### config.mk
export PLATFORM = sky130hd
export DESIGN_NAME = tcp_udp_rule_classer_flat
export DESIGN_NICKNAME = d
export VERILOG_FILES = /design/src/rtl/tcp_udp_rule_classer_pkg.sv /design/src/rtl/tcp_udp_rule_classer_if.sv /design/src/rtl/tcp_udp_rule_classer_match.sv /design/src/rtl/tcp_udp_rule_classer.sv /design/src/flat_wrapper.sv
export SDC_FILE = /design/constraint.sdc
export NUM_CORES = 1
export LEC_CHECK = 0
export ABC_AREA = 1
export BUFFER_PORTS_ARGS = -buffer_cell sky130_fd_sc_hd__buf_2
export CORE_MARGIN = 8
export CORE_UTILIZATION = 55
export DETAILED_ROUTE_END_ITERATION = 8
export PLACE_DENSITY = 0.77
export REMOVE_ABC_BUFFERS = 1
export SLEW_MARGIN = 10
export SYNTH_ARGS = -nofsm -noshare
export SYNTH_HDL_FRONTEND = slang
export SYNTH_SLANG_ARGS = --single-unit
export TNS_END_PERCENT = 100
### constraint.sdc
create_clock -name clk_i -period 1.7 [get_ports clk_i]
set_input_delay 0.17 -clock clk_i [delete_from_list [all_inputs] [get_ports clk_i]]
set_output_delay 0.17 -clock clk_i [all_outputs]
set_load 0.01 [all_outputs]
### src/rtl/tcp_udp_rule_classer_pkg.sv
// Shared types and constants for the L4 rule classifier: rule word layout,
// match modes and the IP protocol numbers that drive the TCP/UDP/ICMP flags.
package tcp_udp_rule_pkg;

    typedef enum logic [1:0] {
        MODE_OFF    = 2'd0,
        MODE_DST    = 2'd1,
        MODE_SRC    = 2'd2,
        MODE_EITHER = 2'd3
    } mode_e;

    typedef struct packed {
        mode_e       mode;
        logic [7:0]  proto;
        logic [15:0] port;
    } rule_t;

    localparam logic [7:0] TCP_PROTO  = 8'd6;
    localparam logic [7:0] UDP_PROTO  = 8'd17;
    localparam logic [7:0] ICMP_PROTO = 8'd1;

    localparam int CFG_PORT_LSB  = 0;
    localparam int CFG_PROTO_LSB = 16;
    localparam int CFG_MODE_LSB  = 24;

    function automatic rule_t cfg_to_rule(input logic [31:0] data);
        rule_t r;
        r.port  = data[CFG_PORT_LSB +: 16];
        r.proto = data[CFG_PROTO_LSB +: 8];
        r.mode  = mode_e'(data[CFG_MODE_LSB +: 2]);
        return r;
    endfunction

endpackage

### src/rtl/tcp_udp_rule_classer_if.sv
// Header-parser, configuration and result signals of the rule classifier,
// with the classifier as slave and its driver/consumer as master.
interface tcp_udp_rule_classer_if #(
    parameter int RULES = 8,
    parameter int CNT_W = 32
);
    localparam int ADDR_W = $clog2(RULES);

    logic              clken_i;
    logic              sop_i;
    logic [7:0]        ip_prot_i;
    logic              ip_prot_en_i;
    logic [15:0]       port_src_i;
    logic              port_src_en_i;
    logic [15:0]       port_dst_i;
    logic              port_dst_en_i;
    logic              hdr_done_i;
    logic              cfg_wr_i;
    logic [ADDR_W-1:0] cfg_addr_i;
    logic [31:0]       cfg_data_i;
    logic              cnt_clr_i;
    logic [CNT_W-1:0]  cnt_rd_o;
    logic              res_valid_o;
    logic [RULES-1:0]  rule_hit_o;
    logic              hit_any_o;
    logic [ADDR_W-1:0] first_hit_o;
    logic              tcp_o;
    logic              udp_o;
    logic              icmp_o;

    modport slave (
        input  clken_i, sop_i, ip_prot_i, ip_prot_en_i, port_src_i, port_src_en_i,
               port_dst_i, port_dst_en_i, hdr_done_i, cfg_wr_i, cfg_addr_i,
               cfg_data_i, cnt_clr_i,
        output cnt_rd_o, res_valid_o, rule_hit_o, hit_any_o, first_hit_o,
               tcp_o, udp_o, icmp_o
    );

    modport master (
        output clken_i, sop_i, ip_prot_i, ip_prot_en_i, port_src_i, port_src_en_i,
               port_dst_i, port_dst_en_i, hdr_done_i, cfg_wr_i, cfg_addr_i,
               cfg_data_i, cnt_clr_i,
        input  cnt_rd_o, res_valid_o, rule_hit_o, hit_any_o, first_hit_o,
               tcp_o, udp_o, icmp_o
    );

endinterface

### src/rtl/tcp_udp_rule_classer_match.sv
// Combinational single-rule comparator: protocol must be seen and equal, and
// the port(s) selected by the rule mode must be seen and equal.
module tcp_udp_rule_match
    import tcp_udp_rule_pkg::*;
(
    input  rule_t       i_rule,
    input  logic [7:0]  i_prot,
    input  logic        i_prot_vld,
    input  logic [15:0] i_src,
    input  logic        i_src_vld,
    input  logic [15:0] i_dst,
    input  logic        i_dst_vld,
    output logic        o_hit
);
    logic w_prot_ok;
    logic w_src_ok;
    logic w_dst_ok;

    assign w_prot_ok = i_prot_vld && (i_prot == i_rule.proto);
    assign w_src_ok  = i_src_vld  && (i_src  == i_rule.port);
    assign w_dst_ok  = i_dst_vld  && (i_dst  == i_rule.port);

    always_comb begin
        o_hit = 1'b0;
        unique case (i_rule.mode)
            MODE_OFF:    o_hit = 1'b0;
            MODE_DST:    o_hit = w_prot_ok && w_dst_ok;
            MODE_SRC:    o_hit = w_prot_ok && w_src_ok;
            MODE_EITHER: o_hit = w_prot_ok && (w_src_ok || w_dst_ok);
        endcase
    end

endmodule

### src/rtl/tcp_udp_rule_classer.sv
// Programmable L4 rule classifier: field capture, rule table, per-rule match,
// priority encode and registered results. Hit counters under TCP_UDP_RULE_CNT_EN.
module tcp_udp_rule_classer
    import tcp_udp_rule_pkg::*;
#(
    parameter int RULES = 8,
    parameter int CNT_W = 32
) (
    input  logic                    clk_i,
    input  logic                    rst_n_i,
    tcp_udp_rule_classer_if.slave   bus
);
    localparam int ADDR_W = $clog2(RULES);

    logic [7:0]        r_prot;
    logic              r_prot_vld;
    logic [15:0]       r_src;
    logic              r_src_vld;
    logic [15:0]       r_dst;
    logic              r_dst_vld;
    logic [7:0]        w_prot;
    logic              w_prot_vld;
    logic [15:0]       w_src;
    logic              w_src_vld;
    logic [15:0]       w_dst;
    logic              w_dst_vld;
    rule_t             r_rules [RULES];
    logic [RULES-1:0]  w_hit;
    logic [ADDR_W-1:0] w_first;
    logic              r_res_valid;
    logic [RULES-1:0]  r_rule_hit;
    logic [ADDR_W-1:0] r_first;
    logic              r_tcp;
    logic              r_udp;
    logic              r_icmp;

    // Next capture state doubles as the evaluation view, so a strobe
    // coincident with hdr_done_i (or sop_i) is seen by that evaluation.
    always_comb begin
        w_prot_vld = r_prot_vld & ~bus.sop_i;
        w_prot     = r_prot;
        w_src_vld  = r_src_vld & ~bus.sop_i;
        w_src      = r_src;
        w_dst_vld  = r_dst_vld & ~bus.sop_i;
        w_dst      = r_dst;
        if (bus.ip_prot_en_i) begin
            w_prot_vld = 1'b1;
            w_prot     = bus.ip_prot_i;
        end
        if (bus.port_src_en_i) begin
            w_src_vld = 1'b1;
            w_src     = bus.port_src_i;
        end
        if (bus.port_dst_en_i) begin
            w_dst_vld = 1'b1;
            w_dst     = bus.port_dst_i;
        end
    end

    always_ff @(posedge clk_i or negedge rst_n_i) begin
        if (!rst_n_i) begin
            r_prot     <= '0;
            r_prot_vld <= 1'b0;
            r_src      <= '0;
            r_src_vld  <= 1'b0;
            r_dst      <= '0;
            r_dst_vld  <= 1'b0;
        end else if (bus.clken_i) begin
            r_prot     <= w_prot;
            r_prot_vld <= w_prot_vld;
            r_src      <= w_src;
            r_src_vld  <= w_src_vld;
            r_dst      <= w_dst;
            r_dst_vld  <= w_dst_vld;
        end
    end

    always_ff @(posedge clk_i or negedge rst_n_i) begin
        if (!rst_n_i) begin
            for (int i = 0; i < RULES; i++) r_rules[i] <= rule_t'('0);
        end else if (bus.cfg_wr_i && (int'(bus.cfg_addr_i) < RULES)) begin
            r_rules[bus.cfg_addr_i] <= cfg_to_rule(bus.cfg_data_i);
        end
    end

    for (genvar g = 0; g < RULES; g++) begin : g_match
        tcp_udp_rule_match u_match (
            .i_rule     (r_rules[g]),
            .i_prot     (w_prot),
            .i_prot_vld (w_prot_vld),
            .i_src      (w_src),
            .i_src_vld  (w_src_vld),
            .i_dst      (w_dst),
            .i_dst_vld  (w_dst_vld),
            .o_hit      (w_hit[g])
        );
    end

    always_comb begin
        w_first = '0;
        for (int i = RULES - 1; i >= 0; i--) begin
            if (w_hit[i]) w_first = ADDR_W'(i);
        end
    end

    always_ff @(posedge clk_i or negedge rst_n_i) begin
        if (!rst_n_i) begin
            r_res_valid <= 1'b0;
            r_rule_hit  <= '0;
            r_first     <= '0;
            r_tcp       <= 1'b0;
            r_udp       <= 1'b0;
            r_icmp      <= 1'b0;
        end else if (bus.clken_i) begin
            r_res_valid <= bus.hdr_done_i;
            if (bus.hdr_done_i) begin
                r_rule_hit <= w_hit;
                r_first    <= w_first;
                r_tcp      <= w_prot_vld && (w_prot == TCP_PROTO);
                r_udp      <= w_prot_vld && (w_prot == UDP_PROTO);
                r_icmp     <= w_prot_vld && (w_prot == ICMP_PROTO);
            end
        end
    end

    assign bus.res_valid_o = r_res_valid;
    assign bus.rule_hit_o  = r_rule_hit;
    assign bus.hit_any_o   = |r_rule_hit;
    assign bus.first_hit_o = r_first;
    assign bus.tcp_o       = r_tcp;
    assign bus.udp_o       = r_udp;
    assign bus.icmp_o      = r_icmp;

`ifdef TCP_UDP_RULE_CNT_EN
    logic [CNT_W-1:0] r_cnt [RULES];
    logic [CNT_W-1:0] r_cnt_rd;

    // Clear wins over a coincident increment; counters stick at all-ones.
    always_ff @(posedge clk_i or negedge rst_n_i) begin
        if (!rst_n_i) begin
            for (int i = 0; i < RULES; i++) r_cnt[i] <= '0;
        end else if (bus.cnt_clr_i) begin
            for (int i = 0; i < RULES; i++) r_cnt[i] <= '0;
        end else if (bus.clken_i && bus.hdr_done_i) begin
            for (int i = 0; i < RULES; i++) begin
                if (w_hit[i] && (r_cnt[i] != '1)) r_cnt[i] <= r_cnt[i] + CNT_W'(1);
            end
        end
    end

    always_ff @(posedge clk_i or negedge rst_n_i) begin
        if (!rst_n_i) begin
            r_cnt_rd <= '0;
        end else if (int'(bus.cfg_addr_i) < RULES) begin
            r_cnt_rd <= r_cnt[bus.cfg_addr_i];
        end else begin
            r_cnt_rd <= '0;
        end
    end

    assign bus.cnt_rd_o = r_cnt_rd;
`else
    logic w_unused_cnt_clr;

    assign w_unused_cnt_clr = bus.cnt_clr_i;
    assign bus.cnt_rd_o     = '0;
`endif

endmodule

### src/flat_wrapper.sv
// flat-port wrapper written by rule: the top's interface ports become plain ports
module tcp_udp_rule_classer_flat import tcp_udp_rule_pkg::*;
#(
    parameter int RULES = 8,
    parameter int CNT_W = 32
)
  (clk_i, rst_n_i, bus_clken_i, bus_sop_i, bus_ip_prot_i, bus_ip_prot_en_i, bus_port_src_i, bus_port_src_en_i, bus_port_dst_i, bus_port_dst_en_i, bus_hdr_done_i, bus_cfg_wr_i, bus_cfg_addr_i, bus_cfg_data_i, bus_cnt_clr_i, bus_cnt_rd_o, bus_res_valid_o, bus_rule_hit_o, bus_hit_any_o, bus_first_hit_o, bus_tcp_o, bus_udp_o, bus_icmp_o);
  tcp_udp_rule_classer_if #(.RULES(RULES), .CNT_W(CNT_W)) bus_i ();
  input  logic clk_i;
  input  logic rst_n_i;
  input wire logic [$bits(bus_i.clken_i)-1:0] bus_clken_i;
  input wire logic [$bits(bus_i.sop_i)-1:0] bus_sop_i;
  input wire logic [$bits(bus_i.ip_prot_i)-1:0] bus_ip_prot_i;
  input wire logic [$bits(bus_i.ip_prot_en_i)-1:0] bus_ip_prot_en_i;
  input wire logic [$bits(bus_i.port_src_i)-1:0] bus_port_src_i;
  input wire logic [$bits(bus_i.port_src_en_i)-1:0] bus_port_src_en_i;
  input wire logic [$bits(bus_i.port_dst_i)-1:0] bus_port_dst_i;
  input wire logic [$bits(bus_i.port_dst_en_i)-1:0] bus_port_dst_en_i;
  input wire logic [$bits(bus_i.hdr_done_i)-1:0] bus_hdr_done_i;
  input wire logic [$bits(bus_i.cfg_wr_i)-1:0] bus_cfg_wr_i;
  input wire logic [$bits(bus_i.cfg_addr_i)-1:0] bus_cfg_addr_i;
  input wire logic [$bits(bus_i.cfg_data_i)-1:0] bus_cfg_data_i;
  input wire logic [$bits(bus_i.cnt_clr_i)-1:0] bus_cnt_clr_i;
  output wire logic [$bits(bus_i.cnt_rd_o)-1:0] bus_cnt_rd_o;
  output wire logic [$bits(bus_i.res_valid_o)-1:0] bus_res_valid_o;
  output wire logic [$bits(bus_i.rule_hit_o)-1:0] bus_rule_hit_o;
  output wire logic [$bits(bus_i.hit_any_o)-1:0] bus_hit_any_o;
  output wire logic [$bits(bus_i.first_hit_o)-1:0] bus_first_hit_o;
  output wire logic [$bits(bus_i.tcp_o)-1:0] bus_tcp_o;
  output wire logic [$bits(bus_i.udp_o)-1:0] bus_udp_o;
  output wire logic [$bits(bus_i.icmp_o)-1:0] bus_icmp_o;
  assign bus_i.clken_i = bus_clken_i;
  assign bus_i.sop_i = bus_sop_i;
  assign bus_i.ip_prot_i = bus_ip_prot_i;
  assign bus_i.ip_prot_en_i = bus_ip_prot_en_i;
  assign bus_i.port_src_i = bus_port_src_i;
  assign bus_i.port_src_en_i = bus_port_src_en_i;
  assign bus_i.port_dst_i = bus_port_dst_i;
  assign bus_i.port_dst_en_i = bus_port_dst_en_i;
  assign bus_i.hdr_done_i = bus_hdr_done_i;
  assign bus_i.cfg_wr_i = bus_cfg_wr_i;
  assign bus_i.cfg_addr_i = bus_cfg_addr_i;
  assign bus_i.cfg_data_i = bus_cfg_data_i;
  assign bus_i.cnt_clr_i = bus_cnt_clr_i;
  assign bus_cnt_rd_o = bus_i.cnt_rd_o;
  assign bus_res_valid_o = bus_i.res_valid_o;
  assign bus_rule_hit_o = bus_i.rule_hit_o;
  assign bus_hit_any_o = bus_i.hit_any_o;
  assign bus_first_hit_o = bus_i.first_hit_o;
  assign bus_tcp_o = bus_i.tcp_o;
  assign bus_udp_o = bus_i.udp_o;
  assign bus_icmp_o = bus_i.icmp_o;
  tcp_udp_rule_classer #(.RULES(RULES), .CNT_W(CNT_W)) u_core (.clk_i(clk_i), .rst_n_i(rst_n_i), .bus(bus_i));
endmodule
==> metrics.txt, run 1 <==
Ys Warns=0; total power=22.8 mW; M1 WL=26,400 um; vias in the first global route=16,363; Min-Delay Path Class=in -> reg; die area=33,500 sq um; worst reg-to-reg path cell count=16; CP Cell Sequence=inv_2 -> nand2_2 -> nand2_4 -> buf_12 -> o22ai_2 -> nor2_1 -> nand4_1 -> nor2_2 -> nand3_1 -> nand2_2 -> nand2_2 -> nand2_1 -> nand2_1 -> nand2_1 -> nand2_1 -> nand2_1; status=finished, violations left; initial core utilization=0.555; Cell Pwr Density=1090 nW/um^2; final WL=67,600 um; Arrival @ worst endpoint=2.70 ns; static leakage=10.5 nW; Nets=2,592; min cycle time layout=2.19 ns; WHS Path Cells=3; Syn Inst Count=2,101; Worst Max-Slew Pin Slew=0.629 ns; PortBufs=93; Routed WL per cell=23.3 um; htree depth=1; Final setup viols=12; CP max-delay cell=dfrtp_1; routed wl met3=8230 um; failing checks=hold timing, setup timing; Area after DPL=18,400 sq um; Inst Count DP=2,782; most frequent cells in the layout=nand2_1, o21ai_0, buf_4; TritonCTS clock tree=built; Crit Path Max Fanout=5; crit-path leading delay family=simple AND/OR/NAND/NOR gates; Min Hold Slack=-0.0102 ns; final hold viol count=1; Mapped Area=15,300 sq um; area delta synth->final=36.4%; Finished Layout Cells=2,906; CP peak stage delay=0.41 ns; register area=6660 sq um; Worst Path Buf+Inv=2; Yosys reg bits=266; DR pass1 iterations=9; Clock Pin Slew Worst Setup and Hold Paths=0.07 ns; Crit Path Class=reg -> reg; DP HPWL=47,900 um; ANT nets after route=0; Die X=183 um; DR vias=17,234; WP data required=2.21 ns; CP Capture Type=flop; largest net degree at the start of global routing=57; Fillers=2,039; post-synthesis cell type count=45; RSZ-0062 raised after global routing=yes; most used cell along the critical path=nand2_1; DRC=0; antenna violations before repair=0; Longest Clk Path Bufs=3; global-route usage over all layers=0.389; initial DRC count=2,737; Slew HR=0.580; multi-input logic area=8110 sq um; commonest non-fill, non-tap cell in the layout=nand2_1; post-route cell area=20,900 sq um; sequential area share after synthesis=0.434; Core Rows=61; worst clock skew=0.0254 ns; first-pass GRT wire length=98,400 um; max-slew violations=0; RePlAce Congestion=1.07; share of layout cells above drive strength 1=0.272; worst vdd ir=0.957 mV; DR WL met2=29,300 um; CTS root buf=clkbuf_16; final clock period utilization by the worst path=1.29; CP Depth=16; crit path launch type=flop; Sink Count=266; average instance area after synthesis=7.30 sq um; highest routed layer=met4; Fmax=457 MHz; # diodes=0; TritonCTS buffer count=30; vias per inst=5.93; Core ar.=27,600 sq um; worst skew pair latency=0.58 ns; Max Cap Viol=0; IO Pins=133; Final WS setup=-0.489 ns; chip height=183 um; total gr overflow=0
registers in the layout, summed over array words and instances, names as in the netlist:
name	cells
u_core.bus.first_hit_o	3
u_core.r_dst	16
u_core.r_src_vld	1
u_core.r_src	16
u_core.r_dst_vld	1
u_core.bus.rule_hit_o	8
u_core.bus.tcp_o	1
u_core.bus.res_valid_o	1
u_core.r_prot_vld	1
u_core.bus.udp_o	1
u_core.r_rules	208
u_core.bus.icmp_o	1
u_core.r_prot	8
synth_stat cells:
library cell | n | area share
buf_4 | 44 | 0.022
or2_1 | 1 | 0.00041
nor3b_1 | 3 | 0.0015
and2_0 | 1 | 0.00041
a32o_1 | 1 | 0.00065
xor2_1 | 69 | 0.039
buf_6 | 8 | 0.0059
nand3_1 | 53 | 0.017
conb_1 | 1 | 0.00024
nor4_1 | 9 | 0.0037
a22o_1 | 3 | 0.0017
nor2_1 | 133 | 0.033
a211oi_1 | 5 | 0.0024
a31oi_1 | 1 | 0.00041
o2111ai_1 | 11 | 0.0063
o211a_1 | 1 | 0.00065
o21a_1 | 1 | 0.00049
nor3_1 | 18 | 0.0059
buf_8 | 1 | 0.00098
inv_2 | 5 | 0.0012
o211ai_1 | 10 | 0.0049
nand4_1 | 19 | 0.0077
o221ai_1 | 4 | 0.0023
a221oi_1 | 4 | 0.0023
xnor2_1 | 33 | 0.019
nand2_2 | 20 | 0.0082
o22ai_1 | 43 | 0.018
inv_4 | 1 | 0.00041
o2bb2ai_1 | 2 | 0.0011
inv_1 | 199 | 0.049
nand2_4 | 5 | 0.0037
or2_2 | 4 | 0.0016
clkinv_1 | 1 | 0.00024
o21ai_0 | 298 | 0.097
clkbuf_1 | 50 | 0.012
a21oi_2 | 1 | 0.00057
dfrtp_1 | 266 | 0.43
or2_0 | 2 | 0.00082
a21oi_1 | 28 | 0.0091
o221a_2 | 1 | 0.00073
nand2_1 | 720 | 0.18
o21ai_2 | 3 | 0.0017
o21ai_1 | 6 | 0.0020
buf_2 | 11 | 0.0036
nor4_2 | 1 | 0.00082
power breakdown:
group	total [mW]	internal [mW]	switching [mW]
clock network	6.79	4.04	2.75
registers	8.71	7.42	1.28
logic	7.35	3.18	4.17
final cells by class:
type	count	area share
well taps	378	0.0226
inverters	206	0.0375
repair buffers	456	0.185
clock buffers	44	0.0423
clock inverters	9	0.00640
flip-flops and latches	266	0.318
multi-input cells	1547	0.388
cells by family after synthesis:
logic type / count (synthesis) / share of synthesized area
AO/OA/AOI/OAI: 423 / 0.152
buffers and inverters: 320 / 0.0948
other: 1 / 0.000244
AND/OR/NAND/NOR: 989 / 0.261
XOR/XNOR: 102 / 0.0582
flip-flops: 266 / 0.434
routing by layer:
layer	track usage	up-vias
met5	0	-
met4	0.175	0
met3	0.0762	266
met2	0.590	1317
met1	0.534	8130
li1	-	7521
repair_timing:
| action | 4_1_cts | 5_1_grt |
|---|---|---|
| gates cloned | 2 | 1 |
| endpoints found under the hold margin | 171 | 0 |
| buffers inserted | 21 | 21 |
| gates resized for setup | 158 | 91 |
| endpoints found under the setup margin | 12 | 12 |
| pin swaps | 68 | 79 |
| hold buffers | 28 | 0 |
worst min-delay path, stage by stage:
cell and delay [ns]:
buf_2 0.07, inv_1 0.11, a21oi_1 0.16
final timing paths:
kind / start / endpoint / slack [ns]
max: u_core.r_dst[0] / u_core.bus.first_hit_o[0] / -0.49
min: bus_cfg_data_i[24] / u_core.r_rules[24] / -0.01
max reg2reg: u_core.r_dst[0] / u_core.bus.first_hit_o[0] / -0.49
min reg2reg: u_core.bus.res_valid_o / u_core.bus.res_valid_o / 0.48
max in group asynchronous: rst_n_i / u_core.r_rules[146] / 0.79
min in group asynchronous: rst_n_i / u_core.r_src[4] / 0.13
through the flow:
step	hold slack (ns)	setup TNS [ns]	setup slack (ns)	utilization
finish	-0.0102	-3.39	-0.489	0.757
global route	0.0110	-4.09	-0.601	0.757
CTS	0.00253	-2.26	-0.284	0.739
detailed placement	0.143	-6.21	-0.768	0.664
global placement	0.145	-6.00	-0.734	0.664
floorplan	-0.126	-35.91	-1.21	-
No activity file was read; power rests on OpenSTA's default activity.
==> run 2: changes to the inputs <==
Clock period 1.7 ns to 1.8 ns, I/O delays scaled along.
==> metrics.txt, run 2 (synthesis results as in run 1) <==
Arrival @ worst endpoint=2.56 ns (was 2.70 ns); crit-path leading delay family=simple AND/OR/NAND/NOR gates (unchanged); Worst Max-Slew Pin Slew=0.561 ns (was 0.629 ns); Clock Pin Slew Worst Setup and Hold Paths=0.06 ns (was 0.07 ns); Crit Path Class=reg -> reg (unchanged); RSZ-0062 raised after global routing=yes (unchanged); Sink Count=266 (unchanged); DRC=0 (unchanged); initial core utilization=0.555 (unchanged); min cycle time layout=2.06 ns (was 2.19 ns); DR pass1 iterations=6 (was 9); global-route usage over all layers=0.373 (was 0.389); DP HPWL=47,300 um (was 47,900 um); worst skew pair latency=0.57 ns (was 0.58 ns); Worst Path Buf+Inv=2 (unchanged); Longest Clk Path Bufs=3 (unchanged); Flop pwr share=0.390 (was 0.381); CTS root buf=clkbuf_16 (unchanged); final WL=64,000 um (was 67,600 um); internal power=13.5 mW (was 14.6 mW); most frequent cells in the layout=nand2_1, o21ai_0, dfrtp_1 (was nand2_1, o21ai_0, buf_4); Max Cap Viol=0 (unchanged); crit path launch type=flop (unchanged); Cell Pwr Density=1040 nW/um^2 (was 1090 nW/um^2); vias per inst=5.82 (was 5.93); die area=33,500 sq um (unchanged); worst vdd ir=0.802 mV (was 0.957 mV); status=finished, violations left (unchanged); Largest register FFs=208 (unchanged); Area after DPL=18,100 sq um (was 18,400 sq um); post-route cell area=20,200 sq um (was 20,900 sq um); clock network fraction of total power=0.304 (was 0.297); Min-Delay Path Class=in -> reg (unchanged); TritonCTS buffer count=29 (was 30); TritonCTS clock tree=built (unchanged); initial DRC count=2,136 (was 2,737); Routed WL per cell=22.5 um (was 23.3 um); most used cell along the critical path=nand2_1 (unchanged); area delta synth->final=32.0% (was 36.4%); vias in the first global route=15,818 (was 16,363); Nets=2,526 (was 2,592); Final Core Density=0.733 (was 0.757); Core Rows=61 (unchanged); Most flops, register=u_core.r_rules (unchanged); largest net degree at the start of global routing=72 (was 57); CP max-delay cell=dfrtp_1 (unchanged); final clock period utilization by the worst path=1.14 (was 1.29); Logic pwr share=0.306 (was 0.322); worst clock skew=0.0147 ns (was 0.0254 ns); chip height=183 um (unchanged); final hold viol count=0 (was 1); Fmax=486 MHz (was 457 MHz); first-pass GRT wire length=94,700 um (was 98,400 um); DR vias=16,549 (was 17,234); max-slew violations=0 (unchanged); Switch Pwr=7.51 mW (was 8.20 mW); total gr overflow=0 (unchanged); Crit Path Max Fanout=5 (unchanged); PortBufs=93 (unchanged); static leakage=10.2 nW (was 10.5 nW); htree depth=1 (unchanged); commonest non-fill, non-tap cell in the layout=nand2_1 (unchanged); CP peak stage delay=0.41 ns (about the same); WP data required=2.30 ns (was 2.21 ns); CP Cell Sequence=o21ai_4 -> buf_6 -> o21ai_2 -> a221oi_2 -> nand3_1 -> nor3_2 -> buf_4 -> nand2_1 -> nand2_1 -> nand2_1 -> nand2_1 (was inv_2 -> nand2_2 -> nand2_4 -> buf_12 -> o22ai_2 -> nor2_1 -> nand4_1 -> nor2_2 -> nand3_1 -> nand2_2 -> nand2_2 -> nand2_1 -> nand2_1 -> nand2_1 -> nand2_1 -> nand2_1); Final WS setup=-0.257 ns (was -0.489 ns); Final setup viols=10 (was 12); CP Capture Type=flop (unchanged); Slew HR=0.626 (was 0.580); ANT nets after route=0 (unchanged); Die X=183 um (unchanged); switching share of power=0.357 (was 0.359); antenna violations before repair=1 (was 0); largest registers=u_core.r_rules (208), u_core.r_dst (16), u_core.r_src (16) (unchanged); Core ar.=27,600 sq um (unchanged); IO Pins=133 (unchanged); share of layout cells above drive strength 1=0.239 (was 0.272); RePlAce Congestion=1.10 (was 1.07); failing checks=setup timing (was hold timing, setup timing)
## run 2: worst min-delay path, stage by stage
cell and delay [ns]:
buf_2 0.10, buf_4 0.17, o21ai_0 0.10
## run 2: routing by layer
layer,vias to the layer above,share of wire,GRT usage
li1,7379,-,-
met1,7863,0.40,0.520
met2,1122,0.43,0.562
met3,185,0.12,0.0730
met4,0,0.048,0.154
met5,-,0,0
## run 2: layout make-up
class	instances	area [sq um]
Multi-Input combinational cell	1546	7940
Antenna cell	3	7.51
Tap cell	378	473
Sequential cell	266	6660
Clock inverter	17	223
Inverter	206	783
Fill cell	2178	7380
Clock buffer	37	786
Timing Repair Buffer	392	3380
## run 2: final timing paths
| path | start | to | slack [ns] | depth (start not counted) |
|---|---|---|---|---|
| worst max-delay path | u_core.r_prot[2] | u_core.bus.first_hit_o[0] | -0.26 | 11 |
| worst min-delay path | bus_clken_i | u_core.r_prot[0] | 0.04 | 3 |
| worst max register to register | u_core.r_prot[2] | u_core.bus.first_hit_o[0] | -0.26 | 11 |
| worst min register to register | u_core.r_src[0] | u_core.r_src[0] | 0.48 | 2 |
| max in group asynchronous | rst_n_i | u_core.r_rules[189] | 0.93 | 3 |
| min in group asynchronous | rst_n_i | u_core.r_dst[2] | 0.12 | 2 |
## run 2: stage by stage
step | std cells | total power, mW | setup TNS, ns | setup slack, ns | hold WS, ns
after floorplan | 2018 | 10.8 | -32.27 | -1.12 | -0.116
after global routing | 2843 | 21.9 | -2.51 | -0.345 | 0.0412
after global placement | 2741 | 13.8 | -5.97 | -0.800 | 0.104
final | 2845 | 21.0 | -1.63 | -0.257 | 0.0369
after CTS | 2830 | 20.6 | -1.17 | -0.199 | 0.0193
after detailed placement | 2741 | 13.9 | -6.01 | -0.798 | 0.107
## run 2: repair_timing
item,CTS,global route
pin swaps,51,61
gates resized for setup,113,86
endpoints found under the setup margin,13,12
hold buffers,25,0
buffers inserted,10,16
hold endpoints to repair,292,0
## run 2: power groups by stage
| stage | Combinational [mW] | Sequential [mW] | Clock (mW) |
|---|---|---|---|
| final | 6.44 | 8.21 | 6.39 |
| after global routing | 6.95 | 8.28 | 6.63 |
| after floorplan | 3.04 | 7.80 | 0 |
| after detailed placement | 5.73 | 8.18 | 0 |
| after CTS | 6.06 | 8.11 | 6.41 |
| after global placement | 5.65 | 8.17 | 0 |
